## src/rtl/sensors_collector.sv

```systemverilog
// Sequential poller for NR_OF_SENSORS temperature sensors sharing one req/valid link.
// Results accumulate in shadow registers and are committed atomically on entry to DONE.
module sensors_collector #(
  parameter int NR_OF_SENSORS  = 5,
  parameter int TIMEOUT_CYCLES = 15
) (
  input  logic                       clk_i,
  input  logic                       rst_n_i,
  input  logic                       start_i,
  output logic [7:0]                 sensor_sel_o,
  output logic                       sensor_req_o,
  input  logic                       sensor_valid_i,
  input  logic [7:0]                 sensor_data_i,
  output logic [NR_OF_SENSORS*8-1:0] sensors_data_o,
  output logic [NR_OF_SENSORS-1:0]   sensors_en_o,
  output logic                       busy_o,
  output logic                       done_o
);

  localparam logic [7:0]  LAST_SEL = 8'(NR_OF_SENSORS - 1);
  localparam logic [15:0] CNT_LAST = 16'(TIMEOUT_CYCLES - 1);

  typedef enum logic [1:0] {
    ST_IDLE = 2'd0,
    ST_WAIT = 2'd1,
    ST_NEXT = 2'd2,
    ST_DONE = 2'd3
  } state_e;

  state_e                     state_q, state_d;
  logic [7:0]                 sel_q, sel_d;
  logic [15:0]                cnt_q, cnt_d;
  logic [NR_OF_SENSORS*8-1:0] sh_data_q, sh_data_d;
  logic [NR_OF_SENSORS-1:0]   sh_en_q, sh_en_d;
  logic [NR_OF_SENSORS*8-1:0] out_data_q, out_data_d;
  logic [NR_OF_SENSORS-1:0]   out_en_q, out_en_d;
  logic                       req_q, req_d;
  logic                       busy_q, busy_d;
  logic                       done_q, done_d;
  logic                       wr_s;
  logic                       wr_en_s;
  logic [7:0]                 wr_data_s;

  // Next-state, shadow-capture and snapshot-commit logic.
  always_comb begin
    state_d    = state_q;
    sel_d      = sel_q;
    cnt_d      = cnt_q;
    sh_data_d  = sh_data_q;
    sh_en_d    = sh_en_q;
    out_data_d = out_data_q;
    out_en_d   = out_en_q;
    wr_s       = 1'b0;
    wr_en_s    = 1'b0;
    wr_data_s  = 8'd0;

    case (state_q)
      ST_IDLE: begin
        sel_d = 8'd0;
        if (start_i) begin
          state_d = ST_WAIT;
          cnt_d   = 16'd0;
          sh_en_d = '0;
        end else begin
          state_d = ST_IDLE;
        end
      end
      ST_WAIT: begin
        // A response on the final timeout cycle still counts as an answer.
        if (sensor_valid_i) begin
          wr_s      = 1'b1;
          wr_en_s   = 1'b1;
          wr_data_s = sensor_data_i;
          state_d   = ST_NEXT;
        end else if (cnt_q == CNT_LAST) begin
          wr_s      = 1'b1;
          wr_en_s   = 1'b0;
          wr_data_s = 8'd0;
          state_d   = ST_NEXT;
        end else begin
          cnt_d = cnt_q + 16'd1;
        end
      end
      ST_NEXT: begin
        cnt_d = 16'd0;
        if (sel_q == LAST_SEL) begin
          state_d    = ST_DONE;
          out_data_d = sh_data_q;
          out_en_d   = sh_en_q;
        end else begin
          sel_d   = sel_q + 8'd1;
          state_d = ST_WAIT;
        end
      end
      ST_DONE: begin
        state_d = ST_IDLE;
        sel_d   = 8'd0;
      end
      default: begin
        state_d = ST_IDLE;
        sel_d   = 8'd0;
        cnt_d   = 16'd0;
      end
    endcase

    for (int k = 0; k < NR_OF_SENSORS; k++) begin
      sh_en_d[k]        = (wr_s && (sel_q == 8'(k))) ? wr_en_s   : sh_en_d[k];
      sh_data_d[k*8 +: 8] = (wr_s && (sel_q == 8'(k))) ? wr_data_s : sh_data_d[k*8 +: 8];
    end

    req_d  = (state_d == ST_WAIT);
    busy_d = (state_d != ST_IDLE);
    done_d = (state_d == ST_DONE);
  end

  // State, shadow and output registers; reset aborts any scan in progress.
  always_ff @(posedge clk_i or negedge rst_n_i) begin
    if (!rst_n_i) begin
      state_q    <= ST_IDLE;
      sel_q      <= 8'd0;
      cnt_q      <= 16'd0;
      sh_data_q  <= '0;
      sh_en_q    <= '0;
      out_data_q <= '0;
      out_en_q   <= '0;
      req_q      <= 1'b0;
      busy_q     <= 1'b0;
      done_q     <= 1'b0;
    end else begin
      state_q    <= state_d;
      sel_q      <= sel_d;
      cnt_q      <= cnt_d;
      sh_data_q  <= sh_data_d;
      sh_en_q    <= sh_en_d;
      out_data_q <= out_data_d;
      out_en_q   <= out_en_d;
      req_q      <= req_d;
      busy_q     <= busy_d;
      done_q     <= done_d;
    end
  end

  assign sensor_sel_o   = sel_q;
  assign sensor_req_o   = req_q;
  assign sensors_data_o = out_data_q;
  assign sensors_en_o   = out_en_q;
  assign busy_o         = busy_q;
  assign done_o         = done_q;

endmodule

```

## config.mk

```make
export PLATFORM = sky130hd
export DESIGN_NAME = sensors_collector
export DESIGN_NICKNAME = d
export VERILOG_FILES = /design/src/rtl/sensors_collector.sv
export SDC_FILE = /design/constraint.sdc
export NUM_CORES = 1
export LEC_CHECK = 0
export CAP_MARGIN = 25
export CORE_ASPECT_RATIO = 1.2
export CORE_MARGIN = 2
export CORE_UTILIZATION = 59
export DETAILED_ROUTE_END_ITERATION = 16
export PLACE_DENSITY = 0.92
export SLEW_MARGIN = 20
export SYNTH_ARGS = -nofsm -noshare
export SYNTH_HDL_FRONTEND = slang
export SYNTH_SLANG_ARGS = --single-unit
```

## constraint.sdc

```tcl
create_clock -name clk_i -period 6.4 [get_ports clk_i]
set_input_delay 1.92 -clock clk_i [delete_from_list [all_inputs] [get_ports clk_i]]
set_output_delay 1.92 -clock clk_i [all_outputs]
set_load 0.02 [all_outputs]
```

Yosys cells after proc, flatten, opt, wreduce, memory -nomap -nowiden

Index checks and enable logic that the tools add are counted.

Register bits: 119
Bits in latches: 0
RAM bits: 0
ROM bits: 0
Input port bits: 12
Memories kept: 0

Add/sub/neg operators: 2
Multipliers: 0
Div/mod/pow operators: 0
Order comparisons: 0
Equal/unequal tests: 14
Shift operators: 0
Mux-type cells: 25
Bitwise operators: 0
Reductions and logical operators: 29

Operator list:

| kind                    | number |
|---|---|
| $mux W16                | 3 |
| $pmux W16 S3            | 1 |
| $mux W8                 | 3 |
| $reduce_bool A2 Y1      | 12 |
| $add A16 B1 Y16 const B | 1 |
| $eq A16 B4 Y1 const B   | 1 |
| $eq A8 B2 Y1 const B    | 2 |
| $pmux W8 S2             | 1 |
| $reduce_and A2 Y1       | 7 |
| $mux W1                 | 11 |
| $mux W5                 | 2 |
| $add A8 B1 Y8 const B   | 1 |
| $eq A8 B1 Y1 const B    | 1 |
| $eq A8 B3 Y1 const B    | 1 |
| $logic_not A8 Y1        | 1 |
| $ne A2 B2 Y1 const B    | 4 |
| $pmux W2 S4             | 1 |
| $eq A2 B2 Y1 const B    | 3 |
| $mux W2                 | 3 |
| $logic_and A1 B1 Y1     | 5 |
| $eq A2 B1 Y1 const B    | 2 |
| $reduce_and A4 Y1       | 1 |
| $reduce_bool A3 Y1      | 1 |
| $logic_not A2 Y1        | 1 |
| $reduce_or A2 Y1        | 1 |

Logic depth before layout (Yosys ltp)

Gate-level depths: netlist (run 1).

Depth in word-level cells: 7
Depth in mapped cells: 9

Worst setup path after synthesis (run 1)

No wires, ideal clock.

Path kind: input to register
Start point: input port sensor_valid_i
End point: register sh_data_q[0]
Setup time: 0.078 ns
Data arrival time: 3.053 ns
Data required time: 6.322 ns
Setup slack: 3.269 ns
Cell stages on the path: 5
Path through: clkbuf_1 a41oi_1 or2_2 clkbuf_1 o2bb2ai_1

Cells in the longest elaborated chain, start to end: 3
Elaborated cells between the ends (all ways): 5

RTL lines:

| item                 | line | text |
|---|---|---|
| from (decl)          | 12   | `input logic sensor_valid_i,` |
| $mux W1              | 70   | `if (sensor_valid_i) begin` |
| $mux W1              | 57   | `case (state_q)` |
| $logic_and A1 B1 Y1  | 108  | `sh_data_d[k*8 +: 8] = (wr_s && (sel_q == 8'(k))) ? wr_data_s : sh_data_d[k*8 +: 8];` |
| to (signal assigned) | 133  | `sh_data_q <= sh_data_d;` |
| to (decl)            | 33   | `logic [NR_OF_SENSORS*8-1:0] sh_data_q, sh_data_d;` |

Several ways; a longest one is shown, not always the timed one.
A chain may end at the register's enable or synchronous reset.

Worst setup path after layout (run 1)

Start point: input port sensor_valid_i
End point: register cnt_q[14]

Cells in the longest elaborated chain, start to end: 2

RTL lines:

| item                        | line | text |
|---|---|---|
| $ne A2 B2 Y1 (no line)      | -    |  |
| $reduce_and A4 Y1 (no line) | -    |  |
| to (signal assigned)        | 132  | `cnt_q <= cnt_d;` |
| to (decl)                   | 32   | `logic [15:0] cnt_q, cnt_d;` |

No other way between the ends.

==> flow_summary.json, run 1 <==
{
  "grt_max_degree": 76,
  "worst_r2r_startpoint": "sensor_sel_o[0]",
  "drive_above_1_share_pct": 8.20,
  "synth-edff-count": 0,
  "worst_path_dominant_cell_family": "simple AND/OR/NAND/NOR gates",
  "worst-setup-path-type": "input pin to flop",
  "slew_violations": 0,
  "synth_area_per_cell_um2": 10.2,
  "cts_buffer_count": 17,
  "finalSetupViolations": 0,
  "final_core_utilization_pct": 75.8,
  "postCtsResizedCells": 0,
  "worst_r2r_path_depth": 6,
  "floorplan.rows": 37,
  "power.leakage_nw": 2.95,
  "place_area_mm2": 0.00581,
  "register_bit_total_from_synthesis": 119,
  "grt_pass1_wl_um": 21100,
  "routed_wire_length_per_instance_um": 18.4,
  "drt-initial-drc-count": 468,
  "number_of_distinct_library_cells_after_synthesis": 41,
  "ant_diodes": 0,
  "floorplan.initialDensity_pct": 60.1,
  "slew-limit-headroom_pct": 36.0,
  "maxClockFrequency_mhz": 270,
  "grt_setup_unrepaired": "false",
  "sequentialPowerShare_pct": 42.2,
  "core_mm2": 0.00847,
  "finalHoldViolations": 0,
  "antenna_found_initial": 0,
  "synth_top_area_cell": "sky130_fd_sc_hd__dfrtp_1",
  "remaining_drc_errors": 0,
  "timing.hold.worst.class": "flop to flop",
  "postRouteWirelength_um": 12700,
  "cts.reportedPaths.clkPinSlew_ns": 0.06,
  "cp_slowest_cell": "sky130_fd_sc_hd__or4_1",
  "synthesis.instances": 500,
  "critPathLaunch": "sensor_valid_i",
  "number_of_h_tree_branching_levels": 4,
  "ios": 68,
  "worst-path-stages": 5,
  "globalplace.congestion": 0.901,
  "outcome": "complete, no violations",
  "timing.critical_path.from_type": "input pin",
  "slowest_delay_ns": 0.68,
  "crit_path_cell_trace": "clkdlybuf4s50_1 > nand2_1 > nand4_1 > or4_1 > a21oi_1",
  "die_w_um": 88.8,
  "p_int_mw": 1.53,
  "total_power_mw": 2.11,
  "cts.sinks": 119,
  "netlist_top_cells_count": "sky130_fd_sc_hd__nand2_1, sky130_fd_sc_hd__dfrtp_1, sky130_fd_sc_hd__o2bb2ai_1",
  "drv_cap": 0,
  "globalRouteOverflowTotal": 0,
  "cell_area_after_layout_mm2": 0.00642,
  "synth-warning-count": 0,
  "dieArea_mm2": 0.00940,
  "critPathBufInv": 1,
  "crit_path_end_kind": "flop",
  "synth-main-ff-cell": "sky130_fd_sc_hd__dfrtp_1",
  "syn_nets": 521,
  "num-nets-final": 581,
  "power_frac_comb_pct": 12.9,
  "clkLatencyLatePin_ns": 0.53,
  "p_per_area_mw_per_mm2": 328,
  "finalWorstPathRequiredPeriod_ns": 3.71,
  "io_buffers": 67,
  "endpoint": "cnt_q[14]",
  "pwr-share-clk_pct": 44.9,
  "tritoncts": "yes",
  "postSynth.asyncResetShare_pct": 100,
  "vdd_drop_max_uv": 211,
  "viasPerCell": 6.15,
  "cp.arrival_ns": 4.15,
  "synth_area_mm2": 0.00509,
  "grt_usage_pct": 29.5,
  "ff2ff_setup_slack_ns": 3.56,
  "worst_pin_slew_ns": 0.947,
  "final.fill_count": 509,
  "cts_hold_buf": 0,
  "required_ns": 6.85,
  "firstDrtPassIters": 5,
  "vias_in_the_first_global_route": 4224,
  "syn2layout_area_growth_pct": 26.0,
  "hpwl_um": 7940,
  "layout_worst_path_cycle_share_pct": 58.0,
  "fin_hold_ws_ns": 0.466,
  "number_of_setup_buffers_added_after_cts": 0,
  "synth.top_cells.by_area": "sky130_fd_sc_hd__dfrtp_1, sky130_fd_sc_hd__nand2_1, sky130_fd_sc_hd__o2bb2ai_1, sky130_fd_sc_hd__ha_1, sky130_fd_sc_hd__clkbuf_1",
  "post-synth-top-count-cell": "sky130_fd_sc_hd__nand2_1",
  "routed-via-count": 4243,
  "post_synthesis_sequential_area_ratio_pct": 58.4,
  "antenna_violating_nets_post_route": 0,
  "final_setup_skew_ns": 0.00582,
  "switching_share_pct": 27.5,
  "die_y_um": 106,
  "fin_setup_tns_ns": 0,
  "cts-root-buf": "sky130_fd_sc_hd__clkbuf_8",
  "cts.path.max_buffers": 2,
  "yosys.area.top_type_share_pct": 58.4,
  "p_switching_mw": 0.580,
  "cp_max_fo": 18,
  "regToRegEndpoint": "sh_data_q[37]"
}
==> sequential cells by signal (all words and copies together) (netlist names) <==
name            count
busy_o              1
cnt_q              16
done_o              1
sensor_req_o        1
sensor_sel_o        8
sensors_data_o     40
sensors_en_o        5
sh_data_q          40
sh_en_q             5
state_q             2
==> metal layers <==
metal  up-vias  track usage [%]  routed length, um
li1       1882                -                  -
met1      2110             37.7               4900
met2       209             46.7               6390
met3        42             8.38                987
met4         0             12.4                413
met5         -                0                  0
==> worst register-to-register path, stage by stage, from the launching register on <==
cell and delay, ns:
sky130_fd_sc_hd__dfrtp_1 0.44, sky130_fd_sc_hd__inv_1 0.15, sky130_fd_sc_hd__ha_1 0.18, sky130_fd_sc_hd__nor3b_1 0.61, sky130_fd_sc_hd__nand4_1 0.55, sky130_fd_sc_hd__or2_2 0.58, sky130_fd_sc_hd__o2bb2ai_1 0.18
==> logic make-up after synthesis <==
group                    count (synthesis)  share of synthesized area (%)
AND/OR/NAND/NOR                        231                           20.9
flip-flops                             119                           58.4
AO/OA/AOI/OAI                           95                           14.3
buffers and inverters                   43                           3.59
adder cells (fa/ha/maj)                  9                           2.21
XOR/XNOR                                 2                          0.344
multiplexers                             1                          0.196
==> layout make-up <==
type                            instances  area [um^2]  share of cell area [%]
Timing Repair Buffer                   72          718                    11.2
Multi-Input combinational cell        338         1940                    30.2
Tap cell                              117          146                    2.28
Clock inverter                         15          179                    2.79
Inverter                               12         45.0                   0.701
Sequential cell                       119         2980                    46.4
Clock buffer                           17          414                    6.45
==> worst min path at each step <==
stage / startpoint / end / cells after the start
final: sensors_data_o[18] / sensors_data_o[18] / 2
after global routing: sensors_data_o[28] / sensors_data_o[28] / 2
after CTS: sensors_data_o[18] / sensors_data_o[18] / 2
after detailed placement: sensors_data_o[18] / sensors_data_o[18] / 2
after global placement: sensors_data_o[12] / sensors_data_o[12] / 2
after floorplan: sh_data_q[10] / sensors_data_o[10] / 2
==> power by group through the flow <==
stage / Clock [mW] / Combinational (mW) / Sequential (mW)
after global placement: 0 / 0.246 / 0.887
after floorplan: 0 / 0.175 / 0.882
final: 0.946 / 0.271 / 0.889
after CTS: 0.952 / 0.268 / 0.886
after global routing: 0.986 / 0.300 / 0.894
after detailed placement: 0 / 0.261 / 0.889
==> placed cells by master (no fill, tap or decap), types with 3 or more instances in the layout <==
master                            Yosys  routed
sky130_fd_sc_hd__and3_1               4       4
sky130_fd_sc_hd__nand3_1             11      11
sky130_fd_sc_hd__nor2_1               3       3
sky130_fd_sc_hd__clkbuf_16            0      16
sky130_fd_sc_hd__o21ai_0             12      12
sky130_fd_sc_hd__or3_1                3       3
sky130_fd_sc_hd__or4_1               10      10
sky130_fd_sc_hd__a41oi_1              3       3
sky130_fd_sc_hd__nor2b_1              4       4
sky130_fd_sc_hd__o31ai_1             11      11
sky130_fd_sc_hd__a21oi_1             14      14
sky130_fd_sc_hd__clkdlybuf4s50_1      0      66
sky130_fd_sc_hd__o211ai_1             6       6
sky130_fd_sc_hd__bufinv_16            0       3
sky130_fd_sc_hd__buf_4                0       5
sky130_fd_sc_hd__nand2_1            158     158
sky130_fd_sc_hd__inv_1               12      12
sky130_fd_sc_hd__dfrtp_1            119     119
sky130_fd_sc_hd__o2bb2ai_1           40      40
sky130_fd_sc_hd__or2_2                6       6
sky130_fd_sc_hd__ha_1                 9       9
sky130_fd_sc_hd__nand4_1             11      11
sky130_fd_sc_hd__and4_1               4       4
sky130_fd_sc_hd__clkinv_2             0       3
sky130_fd_sc_hd__clkinvlp_4           0       4
sky130_fd_sc_hd__clkinv_4             0       3
sky130_fd_sc_hd__nor3_1               5       5
==> per-stage QoR <==
stage | cells | worst slack (ns)
2_1_floorplan | 500 | 3.27
3_3_place_gp | 657 | 2.39
3_5_place_dp | 657 | 2.22
4_1_cts | 689 | 2.74
5_1_grt | 690 | 2.54
6_report | 690 | 2.69
(Power assumes the default switching activity.)
==> inputs of run 2 (changes only) <==
- CORE_UTILIZATION: 59 -> 55
- PLACE_DENSITY: 0.92 -> 0.87
- clock period: 6.4 -> 3.7 ns (I/O delays scaled with it)
==> run 2 against run 1 <==
Against the previous run: cell area increased by 0.57%; critical endpoint is now sensor_sel_o[2]; count of clock-buffer cells in the layout up 1; highest routed layer unchanged; via count decreased by 3.2%; register-to-register slack worse by 2.6 ns; routed wire length decreased by 4.3%; global-route usage is 4.0 points lower; worst hold slack got worse by 0.0027 ns; critical path depth is 4 lower; clock skew up 0.0037 ns.
==> flow_summary.json, run 2 (synthesized netlist as in run 1, its figures left out) <==
{
  "cts.path.max_buffers": 2,
  "drive_above_1_share_pct": 8.68,
  "critPathBufInv": 1,
  "firstDrtPassIters": 5,
  "ff2ff_setup_slack_ns": 0.92,
  "fin_setup_tns_ns": 0,
  "outcome": "complete, no violations",
  "vias_in_the_first_global_route": 4020,
  "min-delay-start": "sensors_en_o[4]",
  "ant_diodes": 0,
  "ios": 68,
  "regToRegEndpoint": "sh_data_q[32]",
  "grt_pass1_wl_um": 19900,
  "cts_hold_buf": 0,
  "tritoncts": "yes",
  "slew-limit-headroom_pct": 51.3,
  "die_w_um": 91.9,
  "power.leakage_nw": 2.97,
  "syn2layout_area_growth_pct": 26.7,
  "number_of_setup_buffers_added_after_cts": 0,
  "worst_path_dominant_cell_family": "buffers and inverters",
  "worst_pin_slew_ns": 0.730,
  "routed_wire_length_per_instance_um": 17.4,
  "finalSetupViolations": 0,
  "drv_cap": 0,
  "io_buffers": 67,
  "dieArea_mm2": 0.0101,
  "hold_path_depth": 2,
  "floorplan.initialDensity_pct": 56.4,
  "drt-initial-drc-count": 400,
  "layout.cells.non_filler": 696,
  "maxClockFrequency_mhz": 357,
  "clkLatencyLatePin_ns": 0.52,
  "final_core_utilization_pct": 71.5,
  "globalplace.congestion": 0.883,
  "antenna_found_initial": 0,
  "remaining_drc_errors": 0,
  "slew_violations": 0,
  "slowest_delay_ns": 0.67,
  "place_area_mm2": 0.00585,
  "worst-setup-path-type": "flop to output port",
  "cp.arrival_ns": 1.69,
  "cp_slowest_cell": "sky130_fd_sc_hd__clkdlybuf4s50_1",
  "timing.critical_path.from_type": "flop",
  "hpwl_um": 7880,
  "finalHoldViolations": 0,
  "worst-path-stages": 1,
  "layout.cells.most_common_list": "sky130_fd_sc_hd__nand2_1, sky130_fd_sc_hd__dfrtp_1, sky130_fd_sc_hd__clkdlybuf4s50_1",
  "grt_max_degree": 60,
  "post-route-worst-setup-slack_ns": 0.896,
  "antenna_violating_nets_post_route": 0,
  "mostFrequentLayoutCell": "sky130_fd_sc_hd__nand2_1",
  "number_of_h_tree_branching_levels": 4,
  "viasPerCell": 5.90,
  "routed-via-count": 4107,
  "p_per_area_mw_per_mm2": 563,
  "num-nets-final": 584,
  "vdd_drop_max_uv": 344,
  "worst_r2r_path_depth": 6,
  "preCtsSetupSlack_ns": 0.572,
  "cts.sinks": 119,
  "cts.reportedPaths.clkPinSlew_ns": 0.06,
  "core_mm2": 0.00903,
  "cts-root-buf": "sky130_fd_sc_hd__clkbuf_8",
  "required_ns": 2.59,
  "placed_cells_incl_taps": 664,
  "final_setup_skew_ns": 0.00947,
  "cell_area_after_layout_mm2": 0.00646,
  "whs_endpoint": "sensors_en_o[4]",
  "grt_setup_unrepaired": "false",
  "final.fill_count": 626,
  "cp_max_fo": 10,
  "grt_usage_pct": 25.5,
  "postCtsResizedCells": 0,
  "cts_buffer_count": 17,
  "finalWorstPathRequiredPeriod_ns": 2.80,
  "die_y_um": 109,
  "crit_path_end_kind": "output port",
  "globalRouteOverflowTotal": 0,
  "timing.hold.worst.class": "flop to flop",
  "floorplan.rows": 38,
  "worst_r2r_startpoint": "sensor_sel_o[0]",
  "layout_worst_path_cycle_share_pct": 75.8,
  "crit_path_cell_trace": "clkdlybuf4s50_1",
  "postRouteWirelength_um": 12100
}
-- run 2: worst min-delay path, stage by stage, from the launching register on --
cell and delay (ns):
sky130_fd_sc_hd__dfrtp_1 0.33, sky130_fd_sc_hd__nand2_1 0.05, sky130_fd_sc_hd__nand2_1 0.05
-- run 2: how the worst max path moves through the flow --
| stage | slack (ns) | endpoint | start |
|---|---|---|---|
| after floorplan | 1.38 | sh_data_q[0] | sensor_valid_i |
| after global placement | 0.73 | cnt_q[14] | sensor_valid_i |
| after detailed placement | 0.57 | cnt_q[15] | sensor_valid_i |
| after CTS | 0.88 | sensor_sel_o[2] | sensor_sel_o[2] |
| after global routing | 0.70 | sh_data_q[32] | sensor_sel_o[0] |
| final | 0.90 | sensor_sel_o[2] | sensor_sel_o[2] |
-- run 2: layout make-up --
type	count	area (um^2)	area share [%]
Clock inverter	14	175	2.71
Clock buffer	18	428	6.63
Inverter	12	45.0	0.698
Tap cell	120	150	2.33
Multi-Input combinational cell	338	1940	30.1
Timing Repair Buffer	75	741	11.5
Sequential cell	119	2980	46.1
-- run 2: stage by stage --
stage | power [mW] | hold WS, ns
2_1_floorplan | 1.83 | 0.446
3_3_place_gp | 1.96 | 0.448
3_5_place_dp | 1.98 | 0.455
4_1_cts | 3.64 | 0.469
5_1_grt | 3.77 | 0.488
6_report | 3.64 | 0.463
-- run 2: per-layer routing --
layer	track usage, %	share of wire (%)	vias up
li1	-	-	1890
met1	32.6	41	2038
met2	42.7	52	158
met3	5.55	5.3	21
met4	10.9	2.1	0
met5	0	0	-
-- run 2: where the power goes --
group,leakage [nW],switching (mW),internal (mW)
sequential,1.61,0.0939,1.43
combinational,1.07,0.276,0.182
clock,0.288,0.605,1.05
total,2.97,0.974,2.66
